File: src/rtl/axi_full_mst_burst_pkg.sv
// -----------------------------------------------------------------------------
// axi_full_mst_burst_pkg
// Shared definitions for the AXI4 burst initiator:
//   - AXI burst-type encoding used on AxBURST
//   - FSM state encoding (3-bit): IDLE / AW / W / B / AR / R
//   - axi_size(): AxSIZE value for a given data width in bits
// -----------------------------------------------------------------------------
package axi_full_mst_burst_pkg;

    localparam logic [1:0] AXI_BURST_INCR = 2'b01;

    typedef enum logic [2:0] {
        ST_IDLE = 3'd0,
        ST_AW   = 3'd1,
        ST_W    = 3'd2,
        ST_B    = 3'd3,
        ST_AR   = 3'd4,
        ST_R    = 3'd5
    } mst_state_t;

    // AxSIZE = log2(bytes per beat)
    function automatic logic [2:0] axi_size(input int dw);
        return 3'($clog2(dw / 8));
    endfunction

endpackage

File: src/rtl/axi_full_mst_burst_beat_cnt.sv
// -----------------------------------------------------------------------------
// axi_full_mst_burst_beat_cnt
// 8-bit beat counter for one AXI burst.
//   clk, rst_n : clock, asynchronous active-low reset
//   clr        : load 0 (new command accepted)
//   inc        : advance by one beat
//   len        : latched AxLEN (beats-1)
//   cnt        : current beat index
//   is_last    : cnt == len (current beat is the final one of the burst)
// -----------------------------------------------------------------------------
module axi_full_mst_burst_beat_cnt (
    input  logic       clk,
    input  logic       rst_n,
    input  logic       clr,
    input  logic       inc,
    input  logic [7:0] len,
    output logic [7:0] cnt,
    output logic       is_last
);

    always_ff @(posedge clk or negedge rst_n) begin
        if (!rst_n) begin
            cnt <= 8'd0;
        end else if (clr) begin
            cnt <= 8'd0;
        end else if (inc) begin
            cnt <= cnt + 8'd1;
        end
    end

    assign is_last = (cnt == len);

endmodule

File: src/rtl/axi_full_mst_burst.sv
// -----------------------------------------------------------------------------
// axi_full_mst_burst
// AXI4 initiator: accepts one command at a time and issues it as a single
// INCR burst (write: AW -> W beats -> B, read: AR -> R beats).
//
// Ports
//   clk, rst_n                 clock, asynchronous active-low reset
//   cmd_valid/cmd_ready        command handshake; cmd_wr, cmd_addr, cmd_len
//   wd_valid/wd_ready          write data stream in (wd_data, wd_strb)
//   rd_valid/rd_ready          read data stream out (rd_data, rd_last)
//   done                       one-cycle pulse when B or the last R beat is taken
//   err                        sticky response error flag
//   mem_aw* / mem_w* / mem_b*  AXI4 write channels (master side)
//   mem_ar* / mem_r*           AXI4 read channels (master side)
//   dbg_state, dbg_cnt         FSM state and beat counter, for observation
//
// Handshake rule for every valid/ready pair here: a transfer happens on a
// rising clk edge where valid and ready are both 1; a raised valid is held
// with stable payload until that edge.
//
// Build option: define AXI_MST_RESP_CHK_EN to check BRESP/RRESP, BID/RID and
// RLAST placement and set err on any violation. Without it err is tied 0 and
// the response/ID inputs are ignored.
// -----------------------------------------------------------------------------
module axi_full_mst_burst
    import axi_full_mst_burst_pkg::*;
#(
    parameter int         DW     = 32,
    parameter logic [3:0] AXI_ID = 4'h0
) (
    input  logic              clk,
    input  logic              rst_n,
    // command port
    input  logic              cmd_valid,
    output logic              cmd_ready,
    input  logic              cmd_wr,
    input  logic [31:0]       cmd_addr,
    input  logic [7:0]        cmd_len,
    // write data stream
    input  logic              wd_valid,
    output logic              wd_ready,
    input  logic [DW-1:0]     wd_data,
    input  logic [DW/8-1:0]   wd_strb,
    // read data stream
    output logic              rd_valid,
    input  logic              rd_ready,
    output logic [DW-1:0]     rd_data,
    output logic              rd_last,
    // status
    output logic              done,
    output logic              err,
    // AXI write address
    output logic [3:0]        mem_awid,
    output logic [31:0]       mem_awaddr,
    output logic [7:0]        mem_awlen,
    output logic [2:0]        mem_awsize,
    output logic [1:0]        mem_awburst,
    output logic              mem_awvalid,
    input  logic              mem_awready,
    // AXI write data
    output logic [DW-1:0]     mem_wdata,
    output logic [DW/8-1:0]   mem_wstrb,
    output logic              mem_wlast,
    output logic              mem_wvalid,
    input  logic              mem_wready,
    // AXI write response
    input  logic [3:0]        mem_bid,
    input  logic [1:0]        mem_bresp,
    input  logic              mem_bvalid,
    output logic              mem_bready,
    // AXI read address
    output logic [3:0]        mem_arid,
    output logic [31:0]       mem_araddr,
    output logic [7:0]        mem_arlen,
    output logic [2:0]        mem_arsize,
    output logic [1:0]        mem_arburst,
    output logic              mem_arvalid,
    input  logic              mem_arready,
    // AXI read data
    input  logic [3:0]        mem_rid,
    input  logic [DW-1:0]     mem_rdata,
    input  logic [1:0]        mem_rresp,
    input  logic              mem_rlast,
    input  logic              mem_rvalid,
    output logic              mem_rready,
    // observation
    output mst_state_t        dbg_state,
    output logic [7:0]        dbg_cnt
);

    localparam logic [2:0] AXSIZE = axi_size(DW);

    mst_state_t  state, state_nxt;
    logic [31:0] addr_q;
    logic [7:0]  len_q;
    logic [7:0]  cnt;
    logic        is_last;

    logic cmd_fire, w_fire, b_fire, r_fire;

    assign cmd_fire = (state == ST_IDLE) && cmd_valid;
    assign w_fire   = (state == ST_W) && wd_valid && mem_wready;
    assign b_fire   = (state == ST_B) && mem_bvalid;
    assign r_fire   = (state == ST_R) && mem_rvalid && rd_ready;

    // ---------------- state register ----------------
    always_ff @(posedge clk or negedge rst_n) begin
        if (!rst_n) begin
            state <= ST_IDLE;
        end else begin
            state <= state_nxt;
        end
    end

    // ---------------- next-state logic ----------------
    always_comb begin
        state_nxt = state;
        case (state)
            ST_IDLE: if (cmd_valid)   state_nxt = cmd_wr ? ST_AW : ST_AR;
            ST_AW:   if (mem_awready) state_nxt = ST_W;
            ST_W:    if (w_fire && is_last) state_nxt = ST_B;
            ST_B:    if (mem_bvalid)  state_nxt = ST_IDLE;
            ST_AR:   if (mem_arready) state_nxt = ST_R;
            // the slave's RLAST, not our counter, ends the read
            ST_R:    if (r_fire && mem_rlast) state_nxt = ST_IDLE;
            default: state_nxt = ST_IDLE;
        endcase
    end

    // ---------------- outputs ----------------
    always_comb begin
        cmd_ready   = 1'b0;
        mem_awvalid = 1'b0;
        mem_arvalid = 1'b0;
        mem_wvalid  = 1'b0;
        wd_ready    = 1'b0;
        mem_wlast   = 1'b0;
        mem_bready  = 1'b0;
        rd_valid    = 1'b0;
        mem_rready  = 1'b0;
        rd_last     = 1'b0;
        done        = 1'b0;
        case (state)
            ST_IDLE: cmd_ready = 1'b1;
            ST_AW:   mem_awvalid = 1'b1;
            ST_W: begin
                mem_wvalid = wd_valid;
                wd_ready   = mem_wready;
                mem_wlast  = is_last;
            end
            ST_B: begin
                mem_bready = 1'b1;
                done       = mem_bvalid;
            end
            ST_AR:   mem_arvalid = 1'b1;
            ST_R: begin
                rd_valid   = mem_rvalid;
                mem_rready = rd_ready;
                rd_last    = mem_rlast;
                done       = r_fire && mem_rlast;
            end
            default: ;
        endcase
    end

    // ---------------- command latch ----------------
    always_ff @(posedge clk or negedge rst_n) begin
        if (!rst_n) begin
            addr_q <= 32'd0;
            len_q  <= 8'd0;
        end else if (cmd_fire) begin
            addr_q <= cmd_addr;
            len_q  <= cmd_len;
        end
    end

    // The counter stops at len so it ends each burst holding the final beat
    // index and never wraps, even for 256-beat bursts.
    axi_full_mst_burst_beat_cnt u_beat_cnt (
        .clk     (clk),
        .rst_n   (rst_n),
        .clr     (cmd_fire),
        .inc     ((w_fire || r_fire) && !is_last),
        .len     (len_q),
        .cnt     (cnt),
        .is_last (is_last)
    );

    assign mem_awid    = AXI_ID;
    assign mem_awaddr  = addr_q;
    assign mem_awlen   = len_q;
    assign mem_awsize  = AXSIZE;
    assign mem_awburst = AXI_BURST_INCR;
    assign mem_arid    = AXI_ID;
    assign mem_araddr  = addr_q;
    assign mem_arlen   = len_q;
    assign mem_arsize  = AXSIZE;
    assign mem_arburst = AXI_BURST_INCR;
    assign mem_wdata   = wd_data;
    assign mem_wstrb   = wd_strb;
    assign rd_data     = mem_rdata;
    assign dbg_state   = state;
    assign dbg_cnt     = cnt;

`ifdef AXI_MST_RESP_CHK_EN
    localparam logic [1:0] RESP_OKAY = 2'b00;

    logic err_q;
    logic err_hit;

    // Any bad response, wrong ID, or RLAST disagreeing with our beat count.
    assign err_hit = (b_fire && ((mem_bresp != RESP_OKAY) || (mem_bid != AXI_ID))) ||
                     (r_fire && ((mem_rresp != RESP_OKAY) || (mem_rid != AXI_ID) ||
                                 (mem_rlast != is_last)));

    always_ff @(posedge clk or negedge rst_n) begin
        if (!rst_n) begin
            err_q <= 1'b0;
        end else if (err_hit) begin
            err_q <= 1'b1;
        end
    end

    assign err = err_q;
`else
    logic unused_resp;
    logic unused_b_fire;
    assign unused_resp   = ^{mem_bid, mem_bresp, mem_rid, mem_rresp};
    assign unused_b_fire = b_fire;
    assign err           = 1'b0;
`endif

endmodule

File: config.mk
export PLATFORM = sky130hd
export DESIGN_NAME = axi_full_mst_burst
export DESIGN_NICKNAME = d
export VERILOG_FILES = /design/src/rtl/axi_full_mst_burst_pkg.sv /design/src/rtl/axi_full_mst_burst_beat_cnt.sv /design/src/rtl/axi_full_mst_burst.sv
export SDC_FILE = /design/constraint.sdc
export NUM_CORES = 1
export LEC_CHECK = 0
export ABC_AREA = 0
export BUFFER_PORTS_ARGS = -buffer_cell sky130_fd_sc_hd__buf_2
export CAP_MARGIN = 15
export CORE_AREA = 4 4 123 125
export DETAILED_ROUTE_END_ITERATION = 10
export DIE_AREA = 0 0 127 129
export GPL_TIMING_DRIVEN = 0
export PLACE_DENSITY = 0.6
export SLEW_MARGIN = 20
export SYNTH_ARGS = -nofsm -noshare
export SYNTH_HDL_FRONTEND = slang
export SYNTH_SLANG_ARGS = --single-unit
File: constraint.sdc
create_clock -name clk -period 6.25 [get_ports clk]
set_clock_uncertainty 0.2 [all_clocks]
set_input_delay 0.625 -clock clk [delete_from_list [all_inputs] [get_ports clk]]
set_output_delay 0.625 -clock clk [all_outputs]
set_load 0.02 [all_outputs]
==> impl_summary.log <==
INFO  metric period_needed = 2.509 ns
INFO  metric most-common-layout-cells = sky130_fd_sc_hd__buf_2 (221), sky130_fd_sc_hd__buf_4 (129), sky130_fd_sc_hd__nand2_1 (126), sky130_fd_sc_hd__dfrtp_1 (51), sky130_fd_sc_hd__conb_1 (19)
INFO  metric post-synth-top-area-fraction = 39.11%
INFO  metric number_of_global_route_vias_before_repair = 2986
INFO  metric synth-edff-count = 0
INFO  metric grt_antenna_before_repair = 1
INFO  metric syn_area_per_cell = 8.389 µm²
INFO  metric clock-root-buffer = sky130_fd_sc_hd__clkbuf_16
INFO  metric initial_utilization = 23.51%
INFO  metric power_frac_clock = 12.5%
INFO  metric detail_route.drc_violations = 0
INFO  metric power.ir.vdd_worst = 0.1837 mV
INFO  metric cpPeakStageDelay = 0.48 ns
INFO  metric cp_cell_sequence = clkbuf_1 -> and3_1 -> a32o_1 -> buf_2
INFO  metric layout.nets = 767
INFO  metric synthSimpleGateAreaFrac = 20.48%
INFO  metric avgViaCountPerCell = 3.837
INFO  metric power_density = 453.5 mW/mm²
INFO  metric fill_cells = 1485
INFO  metric drv.max_cap_violation_count = 0
INFO  metric internal_power = 1143 µW
INFO  metric critPathArrivalTime = 1.68 ns
INFO  metric antenna_left = 0
INFO  metric proportion_of_synthesized_area_in_mux_cells = 0.6135%
INFO  metric syn_area = 0.003263 mm²
INFO  metric maxSlewHeadroom = 55.03%
INFO  metric wire_per_inst = 12.40 µm
INFO  metric most_common_library_cell_in_the_layout_ignoring_fill_and_taps = sky130_fd_sc_hd__buf_2
INFO  metric swShare = 47.48%
INFO  metric fmax = 398.6 MHz
INFO  metric syn_inst = 389
INFO  metric placement.io_buffers = 221
INFO  metric antenna_cells = 0
INFO  metric power.sequential.fraction = 27.8%
INFO  metric cell_type_of_the_slowest_stage_on_the_worst_timing_path = sky130_fd_sc_hd__dfrtp_1
INFO  metric critical_path_peak_fanout = 10
INFO  metric total_wire_length = 10.11 mm
INFO  metric area_added_between_synthesis_and_finish = 47.12%
INFO  metric required = 5.42 ns
INFO  metric max-clock-path-buffers = 2
INFO  metric crit_type = reg -> out
INFO  metric grt_first_pass_wirelength = 14.76 mm
INFO  metric p_sw = 1034 µW
INFO  metric final.setup.tns = 0 ns
INFO  metric tightest_slew = 0.6745 ns
INFO  metric synth-compound-area-share = 5.445%
INFO  metric fin_util = 34.59%
INFO  metric synth_area_leaders = sky130_fd_sc_hd__dfrtp_1 (39%), sky130_fd_sc_hd__buf_4 (29%), sky130_fd_sc_hd__nand2_1 (14%), sky130_fd_sc_hd__xnor2_1 (2.1%), sky130_fd_sc_hd__o31ai_1 (1.4%)
INFO  metric tritoncts_clock_tree = yes
INFO  metric slew_violations = 0
INFO  metric yosysSeqAreaShare = 39.11%
INFO  metric dominant_combinational_cell_family_by_area_after_synthesis = buffers and inverters
INFO  metric finalHoldViolCount = 0
INFO  metric numCtsBuffers = 5
INFO  metric via_count = 3127
INFO  metric cts_hold_buffers = 0
INFO  metric postCtsResizedCells = 0
INFO  metric io-pin-count = 321
INFO  metric clock_tree.htree_level_count = 2
INFO  metric hold_removal_path_class = in -> async
INFO  metric core-area = 0.01388 mm²
INFO  metric synth_ff_type = sky130_fd_sc_hd__dfrtp_1
INFO  metric die_y = 129 µm
INFO  metric synth_warnings = 0
INFO  metric ys_seq_elements = 51
INFO  metric initialDrtViolationCount = 66
INFO  metric die_width = 127 µm
INFO  metric critical_path.endpoint_type = output pin
INFO  metric power.static_leakage = 0.002894 µW
INFO  metric period_share = 40.14%
INFO  metric clock_insertion_delay_worst_skew = 0.29 ns
INFO  metric grt_remaining_overflow = 0
INFO  metric yosys.cell_types.count = 39
INFO  metric clk_pin_slew = 0.07 ns
INFO  metric run_status = finished clean
INFO  metric globalplace.congestion = 0.8005
INFO  metric groute.usage.overall = 11.22%
INFO  metric drt_pass1_iterations = 4
INFO  metric crit_start = dbg_state[2]
INFO  metric regToRegSetupSlack = 3.93 ns
INFO  metric timing.critical_path.from_type = flop
INFO  metric die_area = 0.01638 mm²
INFO  metric core.rowCount = 43
INFO  metric power_frac_comb = 59.7%
INFO  metric synth_area_leader_cell = sky130_fd_sc_hd__dfrtp_1
INFO  metric setup_violations = 0
INFO  metric hold_ws = 0.1602 ns
INFO  metric rsz0062_at_grt = false
INFO  metric maximum_number_of_pins_on_one_net_before_global_route_repair = 52
INFO  metric synth_area_in_xor_xnor = 2.416%
INFO  metric post_synth_fa_ha_maj_area_fraction = 0.3834%
INFO  metric synth-async-reset-ratio = 100.0%
INFO  metric dp_hpwl = 8.191 mm
INFO  metric post_route_cells_drive_above_1_share = 57.01%
INFO  metric cts.sink_count = 51
INFO  metric worstReg2RegStart = dbg_state[1]
INFO  metric postCtsSetupBuffers = 0
[final timing paths]
kind | endpoint | cells past startpoint
max | done | 4
min | u_beat_cnt.cnt[7] | 1
max in group asynchronous | mem_arlen[6] | 1
min in group clk | mem_araddr[6] | 2
max reg2reg | mem_araddr[3] | 7
min reg2reg | mem_araddr[6] | 2
[cell usage after synthesis, types with 2 or more instances]
cell / n
sky130_fd_sc_hd__a211o_1: 2
sky130_fd_sc_hd__and3_1: 4
sky130_fd_sc_hd__clkbuf_1: 9
sky130_fd_sc_hd__or4_1: 2
sky130_fd_sc_hd__nand4_1: 2
sky130_fd_sc_hd__nor2_1: 5
sky130_fd_sc_hd__o211ai_1: 3
sky130_fd_sc_hd__conb_1: 2
sky130_fd_sc_hd__dfrtp_1: 51
sky130_fd_sc_hd__mux2i_1: 2
sky130_fd_sc_hd__nand3_1: 5
sky130_fd_sc_hd__nor3_1: 4
sky130_fd_sc_hd__xnor2_1: 8
sky130_fd_sc_hd__inv_1: 2
sky130_fd_sc_hd__a21oi_1: 3
sky130_fd_sc_hd__o31ai_1: 6
sky130_fd_sc_hd__buf_4: 128
sky130_fd_sc_hd__and2_1: 4
sky130_fd_sc_hd__nor2b_1: 2
sky130_fd_sc_hd__nand2_1: 126
[kinds of logic after synthesis]
kind of cell,Yosys count
other,2
adder cells (fa/ha/maj),1
buffers and inverters,142
XOR/XNOR,9
AND/OR/NAND/NOR,159
multiplexers,2
AO/OA/AOI/OAI,23
flip-flops,51
[metal layers]
layer | up-vias | track usage [%] | wire [µm]
met5 | - | 0 | 7
met4 | 2 | 3.028 | 100
met3 | 10 | 3.861 | 1011
met2 | 162 | 18.99 | 5112
met1 | 1376 | 13.65 | 3878
li1 | 1577 | - | -
[power groups by stage]
stage | Combinational (µW) | Clock (µW) | Sequential (µW)
2_1_floorplan | 750 | 0 | 745
3_3_place_gp | 1310 | 0 | 612
3_5_place_dp | 1320 | 0 | 613
4_1_cts | 1320 | 291 | 610
5_1_grt | 1410 | 299 | 633
6_report | 1300 | 273 | 604
[worst max-delay path: cells and delay by family (launching register included)]
family | cells | cell delay [ns]
AOI/OAI and AO/OA | 1 | 0.17
and+or+nand+nor | 1 | 0.24
DFF | 1 | 0.48
buffers and inverters | 2 | 0.51
[through the flow]
step	std cells	instance area, µm²	worst slack, ns	power [µW]
after floorplan	406	3327	3.908	1495
final	815	4801	3.741	2177
after CTS	815	4801	3.712	2224
after global routing	815	4801	3.551	2345
after global placement	807	4658	3.831	1925
after detailed placement	807	4661	3.841	1936
[registers in the layout, summed over array words and instances, names as in the netlist]
| signal | cells |
|---|---|
| u_beat_cnt.cnt | 8 |
| dbg_state | 3 |
| mem_araddr | 32 |
| mem_arlen | 8 |
[final cells by class]
cell class              count  area, µm²  share of cell area [%]
plain buffers             140       1015                   21.14
clock buffers               5      125.1                   2.606
clock inverters             3      15.01                  0.3127
inverters                   2      7.507                  0.1564
multi-input cells         213       1028                   21.42
flip-flops and latches     51       1276                   26.58
well taps                 180      225.2                   4.691
repair buffers            221       1109                   23.09
(Power assumes the default switching activity.)
